$ cat src/rtl/dual_issue_decoder_pkg.sv
// Shared types for the SPU-lite dual-issue front end: opcodes, instruction
// formats, pipe selection, decode records and the prefix-matching lookup.
package dual_issue_decoder_pkg;

  typedef enum logic [4:0] {
    NO_OPERATION_EXECUTE,
    NO_OPERATION_LOAD,
    ADD_WORD,
    AND_WORD,
    SELECT_BITS,
    FLOATING_MULTIPLY_AND_ADD,
    ADD_HALFWORD_IMMEDIATE,
    IMMEDIATE_LOAD_WORD,
    IMMEDIATE_LOAD_ADDRESS,
    SHIFT_LEFT_QUADWORD_BY_BITS_IMMEDIATE,
    ROTATE_QUADWORD_BY_BYTES_IMMEDIATE,
    LOAD_QUADWORD_D,
    STORE_QUADWORD_D,
    BRANCH_RELATIVE
  } opcode_t;

  typedef enum logic [2:0] {RR, RRR, RI7, RI10, RI16, RI18} fmt_t;

  typedef enum logic {EVEN, ODD} pipe_t;

  typedef enum logic {PAIR, HOLD} state_t;

  typedef struct packed {
    opcode_t opcode;
    fmt_t    fmt;
    pipe_t   pipe;
    logic    writes_rt;
    logic    rt_is_source;
  } decode_t;

  typedef struct packed {
    logic [0:6]  ra;
    logic [0:6]  rb;
    logic [0:6]  rc;
    logic [0:6]  rt;
    logic [0:6]  i7;
    logic [0:9]  i10;
    logic [0:15] i16;
    logic [0:17] i18;
  } fields_t;

  // One issue slot: what a pipe sees for a cycle, or what the hold register keeps.
  typedef struct packed {
    opcode_t opcode;
    pipe_t   pipe;
    fields_t f;
  } slot_t;

  localparam decode_t DEC_NOP_EXECUTE = '{opcode: NO_OPERATION_EXECUTE, fmt: RR,
                                          pipe: EVEN, writes_rt: 1'b0,
                                          rt_is_source: 1'b0};

  localparam slot_t SLOT_NOP_E = '{opcode: NO_OPERATION_EXECUTE, pipe: EVEN, f: '0};
  localparam slot_t SLOT_NOP_L = '{opcode: NO_OPERATION_LOAD, pipe: ODD, f: '0};

  function automatic decode_t mk_dec(input opcode_t op, input fmt_t f, input pipe_t p,
                                     input logic wr, input logic src);
    decode_t d;
    d = '{opcode: op, fmt: f, pipe: p, writes_rt: wr, rt_is_source: src};
    return d;
  endfunction

  // Longest prefix wins: the 11-bit opcode space is tried first, then the
  // 9-, 8-, 7- and 4-bit spaces. Anything left over is an even-pipe nop.
  function automatic decode_t lookup(input logic [0:31] w);
    decode_t d;
    logic    hit;
    d   = DEC_NOP_EXECUTE;
    hit = 1'b1;
    case (w[0:10])
      11'b00011000000: d = mk_dec(ADD_WORD, RR, EVEN, 1'b1, 1'b0);
      11'b00011000001: d = mk_dec(AND_WORD, RR, EVEN, 1'b1, 1'b0);
      11'b00111111011: d = mk_dec(SHIFT_LEFT_QUADWORD_BY_BITS_IMMEDIATE, RI7, ODD, 1'b1, 1'b0);
      11'b00111111100: d = mk_dec(ROTATE_QUADWORD_BY_BYTES_IMMEDIATE, RI7, ODD, 1'b1, 1'b0);
      11'b01000000001: d = mk_dec(NO_OPERATION_EXECUTE, RR, EVEN, 1'b0, 1'b0);
      11'b00000000001: d = mk_dec(NO_OPERATION_LOAD, RR, ODD, 1'b0, 1'b0);
      default:         hit = 1'b0;
    endcase
    if (!hit) begin
      hit = 1'b1;
      case (w[0:8])
        9'b010000001: d = mk_dec(IMMEDIATE_LOAD_WORD, RI16, EVEN, 1'b1, 1'b0);
        9'b001100100: d = mk_dec(BRANCH_RELATIVE, RI16, ODD, 1'b0, 1'b0);
        default:      hit = 1'b0;
      endcase
    end
    if (!hit) begin
      hit = 1'b1;
      case (w[0:7])
        8'b00011101: d = mk_dec(ADD_HALFWORD_IMMEDIATE, RI10, EVEN, 1'b1, 1'b0);
        8'b00110100: d = mk_dec(LOAD_QUADWORD_D, RI10, ODD, 1'b1, 1'b0);
        8'b00100100: d = mk_dec(STORE_QUADWORD_D, RI10, ODD, 1'b0, 1'b1);
        default:     hit = 1'b0;
      endcase
    end
    if (!hit) begin
      hit = 1'b1;
      case (w[0:6])
        7'b0100001: d = mk_dec(IMMEDIATE_LOAD_ADDRESS, RI18, EVEN, 1'b1, 1'b0);
        default:    hit = 1'b0;
      endcase
    end
    if (!hit) begin
      case (w[0:3])
        4'b1000: d = mk_dec(SELECT_BITS, RRR, EVEN, 1'b1, 1'b0);
        4'b1110: d = mk_dec(FLOATING_MULTIPLY_AND_ADD, RRR, EVEN, 1'b1, 1'b0);
        default: d = DEC_NOP_EXECUTE;
      endcase
    end
    return d;
  endfunction

endpackage

$ cat src/rtl/spu_word_decode.sv
// Combinational decode of one instruction word: classification, field
// extraction by format, and which register fields the word reads.
module spu_word_decode
  import dual_issue_decoder_pkg::*;
(
  input  logic [0:31] word_i,
  output decode_t     dec_o,
  output fields_t     fields_o,
  output logic        reads_ra_o,
  output logic        reads_rb_o,
  output logic        reads_rc_o,
  output logic        reads_rt_o
);

  decode_t dec;
  fields_t fields;
  logic    rd_ra, rd_rb, rd_rc, rd_rt;

  // Classify, then pull out only the fields the format defines.
  always_comb begin
    dec    = lookup(word_i);
    fields = '0;
    rd_ra  = 1'b0;
    rd_rb  = 1'b0;
    rd_rc  = 1'b0;
    rd_rt  = dec.rt_is_source;
    case (dec.fmt)
      RR: begin
        fields.rb = word_i[11:17];
        fields.ra = word_i[18:24];
        fields.rt = word_i[25:31];
        rd_ra     = 1'b1;
        rd_rb     = 1'b1;
      end
      RRR: begin
        fields.rt = word_i[4:10];
        fields.rb = word_i[11:17];
        fields.ra = word_i[18:24];
        fields.rc = word_i[25:31];
        rd_ra     = 1'b1;
        rd_rb     = 1'b1;
        rd_rc     = 1'b1;
      end
      RI7: begin
        fields.i7 = word_i[11:17];
        fields.ra = word_i[18:24];
        fields.rt = word_i[25:31];
        rd_ra     = 1'b1;
      end
      RI10: begin
        fields.i10 = word_i[8:17];
        fields.ra  = word_i[18:24];
        fields.rt  = word_i[25:31];
        rd_ra      = 1'b1;
      end
      RI16: begin
        fields.i16 = word_i[9:24];
        fields.rt  = word_i[25:31];
      end
      RI18: begin
        fields.i18 = word_i[7:24];
        fields.rt  = word_i[25:31];
      end
      default: fields = '0;
    endcase
    // Nops (including unrecognised words) carry no operands, so they can never
    // create a false RAW dependency or leak garbage onto the issue fields.
    if (dec.opcode == NO_OPERATION_EXECUTE || dec.opcode == NO_OPERATION_LOAD) begin
      fields = '0;
      rd_ra  = 1'b0;
      rd_rb  = 1'b0;
      rd_rc  = 1'b0;
      rd_rt  = 1'b0;
    end
  end

  assign dec_o      = dec;
  assign fields_o   = fields;
  assign reads_ra_o = rd_ra;
  assign reads_rb_o = rd_rb;
  assign reads_rc_o = rd_rc;
  assign reads_rt_o = rd_rt;

endmodule

$ cat src/rtl/dual_issue_decoder.sv
// Dual-issue front end: decodes an instruction pair, steers each word to the
// even or odd pipe, and splits the pair over two cycles on a conflict.
//
//   state | meaning
//   PAIR  | accepting pairs; issues both words, or the older one on a conflict
//   HOLD  | younger word parked in the hold register; issue it, accept nothing
module dual_issue_decoder
  import dual_issue_decoder_pkg::*;
#(
  parameter int PC_WIDTH    = 32,
  parameter int INSTR_WIDTH = 32
) (
  input  logic                     clock,
  input  logic                     reset,
  input  logic                     instr_valid,
  input  logic [0:2*INSTR_WIDTH-1] instr_pair,
  input  logic [0:PC_WIDTH-1]      PC_in,
  input  logic                     stall_in,
  input  logic                     branch_taken,
  output logic                     instr_ready,
  output opcode_t                  ep_opcode,
  output logic [0:6]               ra_ep_address,
  output logic [0:6]               rb_ep_address,
  output logic [0:6]               rc_ep_address,
  output logic [0:6]               rt_ep_address,
  output logic [0:6]               I7_ep,
  output logic [0:9]               I10_ep,
  output logic [0:15]              I16_ep,
  output logic [0:17]              I18_ep,
  output opcode_t                  op_opcode,
  output logic [0:6]               ra_op_address,
  output logic [0:6]               rb_op_address,
  output logic [0:6]               rt_op_address,
  output logic [0:6]               I7_op,
  output logic [0:9]               I10_op,
  output logic [0:15]              I16_op,
  output logic [0:17]              I18_op,
  output logic [0:PC_WIDTH-1]      PC_output
);

  logic [0:INSTR_WIDTH-1] word_a, word_b;
  decode_t dec_a, dec_b;
  fields_t fields_a, fields_b;
  logic    a_reads_ra, a_reads_rb, a_reads_rc, a_reads_rt;
  logic    b_reads_ra, b_reads_rb, b_reads_rc, b_reads_rt;

  assign word_a = instr_pair[0:INSTR_WIDTH-1];
  assign word_b = instr_pair[INSTR_WIDTH:2*INSTR_WIDTH-1];

  spu_word_decode u_dec_a (
    .word_i     (word_a),
    .dec_o      (dec_a),
    .fields_o   (fields_a),
    .reads_ra_o (a_reads_ra),
    .reads_rb_o (a_reads_rb),
    .reads_rc_o (a_reads_rc),
    .reads_rt_o (a_reads_rt)
  );

  spu_word_decode u_dec_b (
    .word_i     (word_b),
    .dec_o      (dec_b),
    .fields_o   (fields_b),
    .reads_ra_o (b_reads_ra),
    .reads_rb_o (b_reads_rb),
    .reads_rc_o (b_reads_rc),
    .reads_rt_o (b_reads_rt)
  );

  slot_t slot_a, slot_b;
  logic  raw_hazard, conflict;

  assign slot_a = '{opcode: dec_a.opcode, pipe: dec_a.pipe, f: fields_a};
  assign slot_b = '{opcode: dec_b.opcode, pipe: dec_b.pipe, f: fields_b};

  // B depends on A if any register B actually reads is the one A writes.
  assign raw_hazard = dec_a.writes_rt &&
                      ((b_reads_ra && (fields_b.ra == fields_a.rt)) ||
                       (b_reads_rb && (fields_b.rb == fields_a.rt)) ||
                       (b_reads_rc && (fields_b.rc == fields_a.rt)) ||
                       (b_reads_rt && (fields_b.rt == fields_a.rt)));
  assign conflict   = (dec_a.pipe == dec_b.pipe) || raw_hazard;

  state_t               state_q, state_d;
  slot_t                ep_q, ep_d, op_q, op_d;
  slot_t                hold_q, hold_d;
  logic [0:PC_WIDTH-1]  hold_pc_q, hold_pc_d;
  logic [0:PC_WIDTH-1]  pc_q, pc_d;

  // Pairing decisions: flush beats stall, stall beats everything else.
  always_comb begin
    state_d   = state_q;
    ep_d      = ep_q;
    op_d      = op_q;
    hold_d    = hold_q;
    hold_pc_d = hold_pc_q;
    pc_d      = pc_q;
    if (branch_taken) begin
      ep_d      = SLOT_NOP_E;
      op_d      = SLOT_NOP_L;
      hold_d    = SLOT_NOP_E;
      hold_pc_d = '0;
      state_d   = PAIR;
    end else if (stall_in) begin
      state_d = state_q;
    end else if (state_q == HOLD) begin
      ep_d = SLOT_NOP_E;
      op_d = SLOT_NOP_L;
      if (hold_q.pipe == EVEN) ep_d = hold_q;
      else                     op_d = hold_q;
      pc_d      = hold_pc_q;
      hold_d    = SLOT_NOP_E;
      hold_pc_d = '0;
      state_d   = PAIR;
    end else if (instr_valid) begin
      ep_d = SLOT_NOP_E;
      op_d = SLOT_NOP_L;
      if (slot_a.pipe == EVEN) ep_d = slot_a;
      else                     op_d = slot_a;
      pc_d = PC_in;
      if (conflict) begin
        hold_d    = slot_b;
        hold_pc_d = PC_in + PC_WIDTH'(4);
        state_d   = HOLD;
      end else begin
        if (slot_b.pipe == EVEN) ep_d = slot_b;
        else                     op_d = slot_b;
      end
    end else begin
      ep_d = SLOT_NOP_E;
      op_d = SLOT_NOP_L;
    end
  end

  // State, hold and issue registers with synchronous active-low reset.
  always_ff @(posedge clock) begin
    if (!reset) begin
      state_q   <= PAIR;
      ep_q      <= SLOT_NOP_E;
      op_q      <= SLOT_NOP_L;
      hold_q    <= SLOT_NOP_E;
      hold_pc_q <= '0;
      pc_q      <= '0;
    end else begin
      state_q   <= state_d;
      ep_q      <= ep_d;
      op_q      <= op_d;
      hold_q    <= hold_d;
      hold_pc_q <= hold_pc_d;
      pc_q      <= pc_d;
    end
  end

  // Ready is a decode of the registered state, gated by this cycle's stall and
  // flush so that a pair is never consumed while either is asserted.
  assign instr_ready = (state_q == PAIR) && !stall_in && !branch_taken;

  assign ep_opcode     = ep_q.opcode;
  assign ra_ep_address = ep_q.f.ra;
  assign rb_ep_address = ep_q.f.rb;
  assign rc_ep_address = ep_q.f.rc;
  assign rt_ep_address = ep_q.f.rt;
  assign I7_ep         = ep_q.f.i7;
  assign I10_ep        = ep_q.f.i10;
  assign I16_ep        = ep_q.f.i16;
  assign I18_ep        = ep_q.f.i18;

  assign op_opcode     = op_q.opcode;
  assign ra_op_address = op_q.f.ra;
  assign rb_op_address = op_q.f.rb;
  assign rt_op_address = op_q.f.rt;
  assign I7_op         = op_q.f.i7;
  assign I10_op        = op_q.f.i10;
  assign I16_op        = op_q.f.i16;
  assign I18_op        = op_q.f.i18;

  assign PC_output = pc_q;

  // The odd pipe has no rc port and A's source set never matters to pairing.
  logic unused_bits;
  assign unused_bits = ^{ep_q.pipe, op_q.pipe, op_q.f.rc, dec_a.fmt, dec_a.rt_is_source,
                         dec_b.fmt, dec_b.writes_rt, a_reads_ra, a_reads_rb,
                         a_reads_rc, a_reads_rt};

endmodule

$ cat config.mk
export PLATFORM = sky130hd
export DESIGN_NAME = dual_issue_decoder
export DESIGN_NICKNAME = d
export VERILOG_FILES = /design/src/rtl/dual_issue_decoder_pkg.sv /design/src/rtl/spu_word_decode.sv /design/src/rtl/dual_issue_decoder.sv
export SDC_FILE = /design/constraint.sdc
export NUM_CORES = 1
export LEC_CHECK = 0
export CELL_PAD_IN_SITES_DETAIL_PLACEMENT = 0
export CELL_PAD_IN_SITES_GLOBAL_PLACEMENT = 1
export CORE_UTILIZATION = 42
export CTS_BUF_LIST = sky130_fd_sc_hd__clkbuf_4
export DETAILED_ROUTE_END_ITERATION = 7
export PLACE_DENSITY_LB_ADDON = 0.15
export SLEW_MARGIN = 20
export SYNTH_ARGS = -nofsm -noshare
export SYNTH_HDL_FRONTEND = slang
export SYNTH_HIERARCHICAL = 1
export SYNTH_SLANG_ARGS = --single-unit
$ cat constraint.sdc
create_clock -name clock -period 5 [get_ports clock]
set_input_delay 0.5 -clock clock [delete_from_list [all_inputs] [get_ports clock]]
set_output_delay 0.5 -clock clock [all_outputs]
set_load 0.02 [all_outputs]
# Yosys cells after proc, flatten, opt, wreduce, memory -nomap -nowiden
# Cells that the tools add are included.
# word_totals
regBits	311
inputBits	101
out_inout_bits	194
wordCells	196
# op_classes
addsub	1
eq_ne	45
mux	80
bitwise	4
reduce_logical	36
# op_table
operator	count
$mux 85	15
$mux 32	5
$mux 79	2
$mux 11	10
$pmux 10 s5	2
$pmux 11 s3	2
$mux 7	8
$eq 11x8->1 const B	4
$eq 11x9->1 const B	4
$pmux 10 s2	2
$mux 18	2
$pmux 9 s2	2
$add 32x3->32 const B	1
$eq 8x6->1 const B	4
$mux 16	2
$eq 7x7->1	4
$pmux 7 s2	2
$mux 1	24
$eq 11x1->1 const B	2
$eq 11x10->1 const B	2
$mux 10	2
$eq 9x7->1 const B	2
$eq 9x8->1 const B	2
$eq 4x4->1 const B	4
other kinds (20)	57

# Longest topological paths before layout
# Gate-level depths: netlist of the first run.
# logic_depth
depth_word	23
mapped_depth	17
mapped_depth_nobuf	11

# Cells and area by module
# The synthesis of the first run kept the hierarchy.
# by_module_without_submodules
module	n_inst	cells_each	area_per_inst_um2	seq_area_each_um2
dual_issue_decoder	1	1493	14203.6	6226.0
spu_word_decode at u_dec_a	1	180	1321.3	0.0
spu_word_decode at u_dec_b	1	185	1203.7	0.0

# Least setup slack after synthesis of the first run
# Ideal clock, no wire load.
# synth_timing
path_kind	input to register
startpoint	in instr_pair[34] in the netlist's numbering
endpoint	reg hold_q[80] in the netlist's numbering
setup_ns	0.117
t_arrival_ns	3.530
required_ns	4.883
path_slack_ns	1.353
stages	17
n_path_buf	6
path_cell_list	buf_6 > or4b_1 > buf_2 > nand4bb_4 > o2111ai_2 > nor4b_4 > buf_6 > nor3b_2 > xnor2_1 > nand4_1 > nor2_1 > o41a_1 > o211a_1 > buf_2 > buf_6 > buf_6 > a22o_1
# synth_rtl
item	line	text
start, declared	dual_issue_decoder.sv:16	input logic [0:2*INSTR_WIDTH-1] instr_pair,
end signal, assigned	dual_issue_decoder.sv:148	hold_q <= hold_d;
end, declared	dual_issue_decoder.sv:86	slot_t hold_q, hold_d;

==> results of run 1 <==
power by group:
group / switching, mW / internal, mW / total (mW)
registers: 0.0343 / 2.54 / 2.57
logic: 0.513 / 0.372 / 0.885
clock network: 1.13 / 1.20 / 2.33
layout make-up:
cell class / instances / area, um^2
fill: 3706 / 17500
sequential: 311 / 6230
multi-input combinational: 1319 / 9510
timing repair buffer: 391 / 3860
clock inverter: 32 / 151
clock buffer: 125 / 938
tap: 518 / 648
antenna: 6 / 15.0
inverter: 9 / 38.8
sequential cells by signal, indices dropped and copies added, names as in the netlist:
register and count:
PC_output 32, rt_op_address 7, ra_op_address 7, I7_op 7, I10_op 10, ep_opcode 5, hold_q 85, I7_ep 7
state_q 1, ra_ep_address 7, I16_ep 16, I16_op 16, I10_ep 10, rc_ep_address 7, rb_ep_address 7, op_opcode 5
rt_ep_address 7, rb_op_address 7, I18_ep 18, I18_op 18, hold_pc_q 32
per-layer routing:
layer | track usage [%] | wire (um)
met4 | 11.1 | 1770
met2 | 46.2 | 28100
met5 | 0 | 0
met3 | 6.28 | 5240
met1 | 41.9 | 27500
metrics by stage:
| step | worst slack, ns | hold slack [ns] |
|---|---|---|
| after global placement | 0.252 | 0.453 |
| after global routing | 0.799 | 0.272 |
| final | 0.968 | 0.320 |
| after detailed placement | 0.251 | 0.457 |
| after floorplan | 1.36 | 0.432 |
| after CTS | 1.08 | 0.262 |
worst paths after layout:
kind         slack, ns           from             to
max               0.97  instr_pair[7]      I18_ep[8]
min               0.32      PC_in[30]  hold_pc_q[30]
max reg2reg       2.38        state_q   ep_opcode[3]
min reg2reg       0.47  hold_pc_q[29]  hold_pc_q[29]
==> flow_summary.toml, run 1 <==
[run_status]
outcome = "finished, final reports clean"

[power]
leakage_nw = 9.42
irDropWorstVdd_mv = 0.161
p_per_area_mw_per_mm2 = 271
power.total_mw = 5.79

[worst_setup_path]
max_stage_delay_ns = 0.65
worst-path-stages = 15
cpLargestDelayFamily = "simple AND/OR/NAND/NOR gates"
worst-path-max-fanout = 54
arrival_ns = 4.73
critPathKind = "in -> reg"
reg2reg_depth = 9
critPathRequiredTime_ns = 5.70
worst-path-buf-inv = 4
cp_common_cell = "buf_4"
cp-end-kind = "flop"
critPathLaunchType = "primary input"
cp_cell_sequence = "clkdlybuf4s50_1 > nand3_1 > nor3_1 > or2_2 > nor4b_4 > a21oi_1 > buf_4 > xnor2_1 > nand4_1 > nor2_1 > o41a_2 > buf_12 > o21ai_0 > buf_4 > o211a_1"
slowest_stage = "nor4b_4"

[final_layout]
fin_area_mm2 = 0.0214
finalNonFillerCells = 2711
layout_commonest_cell = "dfxtp_1"
syn2layout_area_growth_pct = 28.4
final_cell_mix = "dfxtp_1, clkdlybuf4s50_1, nand2_1, o211a_1, a221oi_1"
nets = 2222
drive_gt1_share_pct = 13.8
finalCoreUtilization_pct = 55.0

[global_route]
grt_max_degree = 115
gr-total-overflow = 0
track_usage_pct = 30.3
antenna_found_initial = 4
grt_pass1_wl_um = 96300
grt_pass1_vias = 15900

[die]
dieHeight_um = 201
num_rows = 72
core-area_mm2 = 0.0389
die_w_um = 201
io_pins = 295
start_util_pct = 42.8
die_area_mm2 = 0.0405

[cts]
root_buffer = "clkbuf_4"
cts_setup_buffers = 0
clock-sinks = 311
insertion_delay_ns = 0.82
path_clk_slew_ns = 0.08
ctsResizeCount = 0
cts_tree = "built"
h-tree-depth = 3
hold_buffers = 0
ctsLongestPathBuffers = 3
cts_buffers = 88

[timing]
hold_viol = 0
rsz0062_at_grt = "false"
setup_tns_ns = 0
tightest_slew_ns = 1.19
skew_ns = 0.0465
period_share_pct = 80.6
relSlewSlack_pct = 20.5
finalSetupViolCount = 0
finalCriticalPeriod_ns = 4.03
fmax_mhz = 248
maxSlewViolCount = 0

[logic_synthesis]
yosysWarnings = 6
synth_nets = 1948
synthesis.area_mm2 = 0.0167
avgSynthCellArea_um2 = 9.02
synthCells = 1846

[route]
routed_wl_um = 62600
viasPerCell = 6.10
dr_total_vias = 16500
drt_first_pass_iters = 5
wl_per_cell_um = 23.1
drc = 0
drtAntennaViolNets = 0
dr.first_iter.drc_count = 1389

[placement]
dpl.cell_count = 2548
dp_hpwl_um = 41900
gp_congestion = 0.945
numPortBuffers = 294
placed_cell_area_mm2 = 0.0203

[min_path]
hold_class = "in -> reg"
hold_depth = 2

[run]
cap_violations = 0
Note: power is estimated with default switching activity, not from simulation.
==> inputs of run 2 (changes only) <==
clock period = 4.1 ns   (was 5 ns; I/O delays follow)
==> run 2 against run 1 <==
Effect of this change:
- global-route usage increased by 0.35 points
- sequential cell count unchanged
- non-clock buffer count increased by 132
- cell area grew 5.3%
- count of clock-buffer cells in the layout increased by 10
- hold slack worse by 0.087 ns
- register-to-register slack got worse by 0.71 ns
- critical path depth is the same
- combinational power grew 30%
- clock power rose by 32%
- critical endpoint is now rb_ep_address[5]
- largest cell class unchanged
==> flow_summary.toml, run 2 (synthesis gave the netlist of run 1 again) <==
[cts]
ctsResizeCount = 0
cts_buffers = 87
path_clk_slew_ns = 0.06
hold_buffers = 0
cts_tree = "built"
root_buffer = "clkbuf_4"
insertion_delay_ns = 0.81
cts_setup_buffers = 0
h-tree-depth = 3
ctsLongestPathBuffers = 3
clock-sinks = 311

[timing]
rsz0062_at_grt = "false"
fmax_mhz = 250
hold_viol = 0
relSlewSlack_pct = 34.3
skew_ns = 0.0536
fin_hold_ws_ns = 0.232
maxSlewViolCount = 0
finalCriticalPeriod_ns = 4.00
finalSetupViolCount = 0
period_share_pct = 97.6
tightest_slew_ns = 0.986
worst_slack_ns = 0.0997

[final_layout]
syn2layout_area_growth_pct = 35.2
final_cell_mix = "dfxtp_1, clkdlybuf4s50_1, nand2_1, buf_4, o211a_1"
layout_commonest_cell = "dfxtp_1"
top_register = "hold_q"
nets = 2353
drive_gt1_share_pct = 19.2
fill_cells = 3569
largest_reg_flops = 85

[global_route]
gr-total-overflow = 0
use_met1_pct = 41.7
antenna_found_initial = 9
grt.busiest_layer = "met2"
grt_pass1_vias = 16500
grt_pass1_wl_um = 97600
track_usage_pct = 30.6
use_met2_pct = 47.0
grt_max_degree = 86
gr-usage-met3_pct = 6.37

[worst_setup_path]
arrival_ns = 4.71
reg2reg_depth = 7
r2r_start = "state_q"
critPathLaunchType = "primary input"
cp-end-kind = "flop"
rrSetupSlack_ns = 1.67
reg2reg_to = "I18_ep[2]"
critPathKind = "in -> reg"
worst-path-max-fanout = 34
critPathRequiredTime_ns = 4.81

[route]
drc = 0
drt_first_pass_iters = 5
dr_total_vias = 17000
dr.first_iter.drc_count = 1258
wl_per_cell_um = 22.3
viasPerCell = 5.98
drtAntennaViolNets = 0
routed_wl_um = 63500

[min_path]
hold_class = "in -> reg"
hold_depth = 2
hold_end = "hold_pc_q[30]"
holdCritStartpoint = "PC_in[30]"

[power]
p_per_area_mw_per_mm2 = 327
irDropWorstVdd_mv = 0.210
leakage_nw = 10.1

[placement]
post-place-ws_ns = -0.706
gp_congestion = 0.912
dp_hpwl_um = 43800
numPortBuffers = 294

[run_status]
outcome = "finished, final reports clean"

[die]
die_w_um = 201
io_pins = 295
start_util_pct = 42.8
core-area_mm2 = 0.0389
dieHeight_um = 201
die_area_mm2 = 0.0405
num_rows = 72

[run]
cap_violations = 0
-- run 2: cell types whose count changed in the layout (fill, tap and decap cells not counted), moves of 2 or more --
cell / before / now
clkbuf_4: 125 / 135
buf_4: 82 / 211
clkinv_1: 26 / 13
clkinv_2: 4 / 2
bufinv_16: 1 / 3
buf_12: 15 / 19
-- run 2: worst max-delay path by stage --
stage,from,to,cells after the start
2_1_floorplan,instr_pair[34],hold_q[80],17
6_report,instr_pair[34],rb_ep_address[5],15
5_1_grt,instr_pair[34],rb_ep_address[5],15
3_3_place_gp,instr_pair[34],rc_ep_address[0],15
4_1_cts,instr_pair[34],rb_ep_address[2],15
3_5_place_dp,instr_pair[34],rb_ep_address[2],15
-- run 2: layer usage --
metal / vias up / share of wire [%]
met5: - / 0
met4: 0 / 3.2
met3: 123 / 7.4
met2: 769 / 45
met1: 8257 / 45
li1: 7850 / -
-- run 2: cell type report --
cell class	instances	area (um^2)	area share [%]
Clock inverter	21	164	0.728
Multi-Input combinational cell	1319	9510	42.2
Antenna cell	7	17.5	0.0778
Tap cell	518	648	2.88
Inverter	9	36.3	0.161
Clock buffer	135	1010	4.50
Sequential cell	311	6230	27.7
Timing Repair Buffer	523	4900	21.8
-- run 2: worst max-delay path: stages --
cell and delay, ns:
clkdlybuf4s50_1 0.59, or4b_1 0.67, nand4bb_4 0.28, o2111ai_2 0.14, nor4b_4 0.08, buf_4 0.18, nor3b_1 0.56, xnor2_1 0.13
nand4_1 0.13, nor2_1 0.07, o41a_2 0.58, buf_4 0.29, buf_4 0.22, o21ai_0 0.19, o211a_1 0.17
-- run 2: where the power goes --
part,total (mW),switching (mW),leakage (nW),internal [mW]
Sequential,3.14,0.0427,2.53,3.10
Clock,3.07,1.39,0.700,1.68
Combinational,1.15,0.642,6.92,0.512
-- run 2: per-stage QoR --
step / setup TNS, ns / cells / area [um^2] / util [%] / power [mW]
2_1_floorplan: 0 / 1846 / 16700 / - / 3.77
6_report: 0 / 2843 / 22500 / 57.9 / 7.36
5_1_grt: 0 / 2843 / 22500 / 57.9 / 7.67
3_3_place_gp: -170.57 / 2680 / 21300 / 54.8 / 4.34
4_1_cts: 0 / 2836 / 22500 / 57.8 / 7.43
3_5_place_dp: -155.41 / 2680 / 21300 / 54.8 / 4.35
==> inputs of run 3 (changes only) <==
CORE_UTILIZATION = 45   (was 42)
CTS_CLUSTER_DIAMETER = 60   (was unset)
clock period = 4.82 ns   (was 4.1 ns; I/O delays follow)
==> run 3 against run 2 <==
Effect of this change:
- clock power fell by 18%
- via count fell by 1.7%
- sequential share of layout area rose by 1.1 points
- non-clock buffer count fell by 98
- utilization rose by 1.5 points
- cell area fell by 3.8%
- critical path depth did not move
- clock skew fell by 0.0094 ns
- sequential power fell by 15%
- global-route usage rose by 1.3 points
- cell count fell by 5.4%
==> flow_summary.toml, run 3 (synthesis gave the netlist of run 1 again) <==
[power]
leakage_nw = 9.63
p_per_area_mw_per_mm2 = 283
p_switching_mw = 1.74
pwr-share-seq_pct = 43.5
p_clk_share_pct = 41.2
pwr-share-comb_pct = 15.2
irDropWorstVdd_mv = 0.202
sw_frac_of_total_pct = 28.4
intPower_mw = 4.39

[die]
io_pins = 295
start_util_pct = 45.6
num_rows = 70
core-area_mm2 = 0.0365
dieHeight_um = 194
die_w_um = 194
die_area_mm2 = 0.0378

[worst_setup_path]
cp_cell_sequence = "clkdlybuf4s50_1 > or2b_4 > nor3_4 > or2_2 > nor4b_4 > a21oi_1 > xnor2_1 > nand4_1 > nor2_1 > o41a_2 > buf_4 > buf_12 > buf_12 > o21ai_0 > o211a_1"
worst-path-max-fanout = 29
slowest_stage = "o41a_2"
rrSetupSlack_ns = 1.97
r2r_start = "state_q"
cp_common_cell = "buf_12"
crit_end = "I16_op[0]"
cpLargestDelayFamily = "simple AND/OR/NAND/NOR gates"
reg2reg_depth = 6
critPathLaunch = "instr_pair[5]"
worst-path-stages = 15
worst-path-buf-inv = 4
max_stage_delay_ns = 0.60
cp-end-kind = "flop"
critPathKind = "in -> reg"
reg2reg_to = "I7_op[3]"
critPathLaunchType = "primary input"
critPathRequiredTime_ns = 5.54
arrival_ns = 4.61

[placement]
dp_hpwl_um = 41500
numPortBuffers = 294
gp_congestion = 0.950

[route]
routed_wl_um = 61800
drtAntennaViolNets = 0
dr_total_vias = 16700
viasPerCell = 6.21
drt_first_pass_iters = 6
dr.first_iter.drc_count = 1247
drc = 0
wl_per_cell_um = 23.0

[cts]
ctsResizeCount = 0
cts_tree = "built"
path_clk_slew_ns = 0.06
cts_buffers = 87
insertion_delay_ns = 0.82
hold_buffers = 0
h-tree-depth = 3
cts_setup_buffers = 0
root_buffer = "clkbuf_4"
clock-sinks = 311
ctsLongestPathBuffers = 3

[global_route]
grt_max_degree = 90
antenna_found_initial = 5
grt_pass1_wl_um = 94900
track_usage_pct = 31.9
gr-total-overflow = 0
grt_pass1_vias = 15900

[final_layout]
largest_reg_flops = 85
top_register = "hold_q"
final_cell_mix = "dfxtp_1, clkdlybuf4s50_1, nand2_1, o211a_1, a221oi_1"
finalCoreUtilization_pct = 59.3
nets = 2255
syn2layout_area_growth_pct = 30.0
drive_gt1_share_pct = 15.6
layout_commonest_cell = "dfxtp_1"

[timing]
relSlewSlack_pct = 29.6
rsz0062_at_grt = "false"
maxSlewViolCount = 0
hold_viol = 0
finalSetupViolCount = 0
fmax_mhz = 257
setup_tns_ns = 0
skew_ns = 0.0442
period_share_pct = 80.9
finalCriticalPeriod_ns = 3.90
tightest_slew_ns = 1.06

[min_path]
hold_class = "in -> reg"
hold_depth = 2

[run]
cap_violations = 0

[run_status]
outcome = "finished, final reports clean"
-- run 3: changes by cell type in the layout (fill, tap and decap cells not counted), sizes merged --
cell	change
buf	-98
bufinv	-1
clkbuf	-2
clkinv	-1
clkinvlp	+1
diode	-1
inv	-1
-- run 3: final cells by class --
| cell class | instances | area [um^2] |
|---|---|---|
| multi-input cells | 1319 | 9510 |
| clock inverters | 19 | 143 |
| flip-flops and latches | 311 | 6230 |
| fillers | 3222 | 14900 |
| diodes | 6 | 15.0 |
| well taps | 468 | 586 |
| clock buffers | 133 | 998 |
| inverters | 9 | 36.3 |
| repair buffers | 425 | 4150 |
-- run 3: through the flow --
step | cell area, um^2 | hold slack, ns | power [mW] | worst slack [ns] | cells
after floorplan | 16700 | 0.432 | 3.20 | 1.19 | 1846
after global placement | 20500 | 0.444 | 3.64 | 0.195 | 2532
after detailed placement | 20500 | 0.457 | 3.65 | 0.188 | 2532
after CTS | 21600 | 0.236 | 6.17 | 0.999 | 2684
after global routing | 21700 | 0.245 | 6.40 | 0.745 | 2689
final | 21700 | 0.291 | 6.13 | 0.923 | 2690
-- run 3: worst reg2reg max path: stages, from the launching register on --
cell and delay [ns]:
dfxtp_2 0.31, buf_4 0.52, and2_2 0.97, buf_4 0.48, a221oi_1 0.13, o21ai_1 0.18, o211a_1 0.17
-- run 3: worst min-delay path by stage --
stage,from,end,slack [ns]
after floorplan,hold_pc_q[29],hold_pc_q[29],0.43
after global placement,hold_pc_q[29],hold_pc_q[29],0.44
after detailed placement,hold_pc_q[29],hold_pc_q[29],0.46
after CTS,PC_in[31],hold_pc_q[31],0.24
after global routing,PC_in[31],hold_pc_q[31],0.24
final,PC_in[30],hold_pc_q[30],0.29
-- run 3: metal layers --
metal  vias up  track usage, %  routed length, um  share of wire, %
met5         -               0                 12             0.019
met4         2            11.8               1880               3.0
met3       125            8.88               5290               8.6
met2       757            47.7              27100                44
met1      8173            43.5              27600                45
li1       7659               -                  -                 -
-- run 3: power by group through the flow --
stage / sequential, mW / clock [mW] / combinational (mW)
global placement: 2.73 / 0 / 0.918
finish: 2.67 / 2.53 / 0.935
global route: 2.68 / 2.74 / 0.988
floorplan: 2.79 / 0 / 0.414
CTS: 2.67 / 2.58 / 0.925
detailed placement: 2.73 / 0 / 0.921
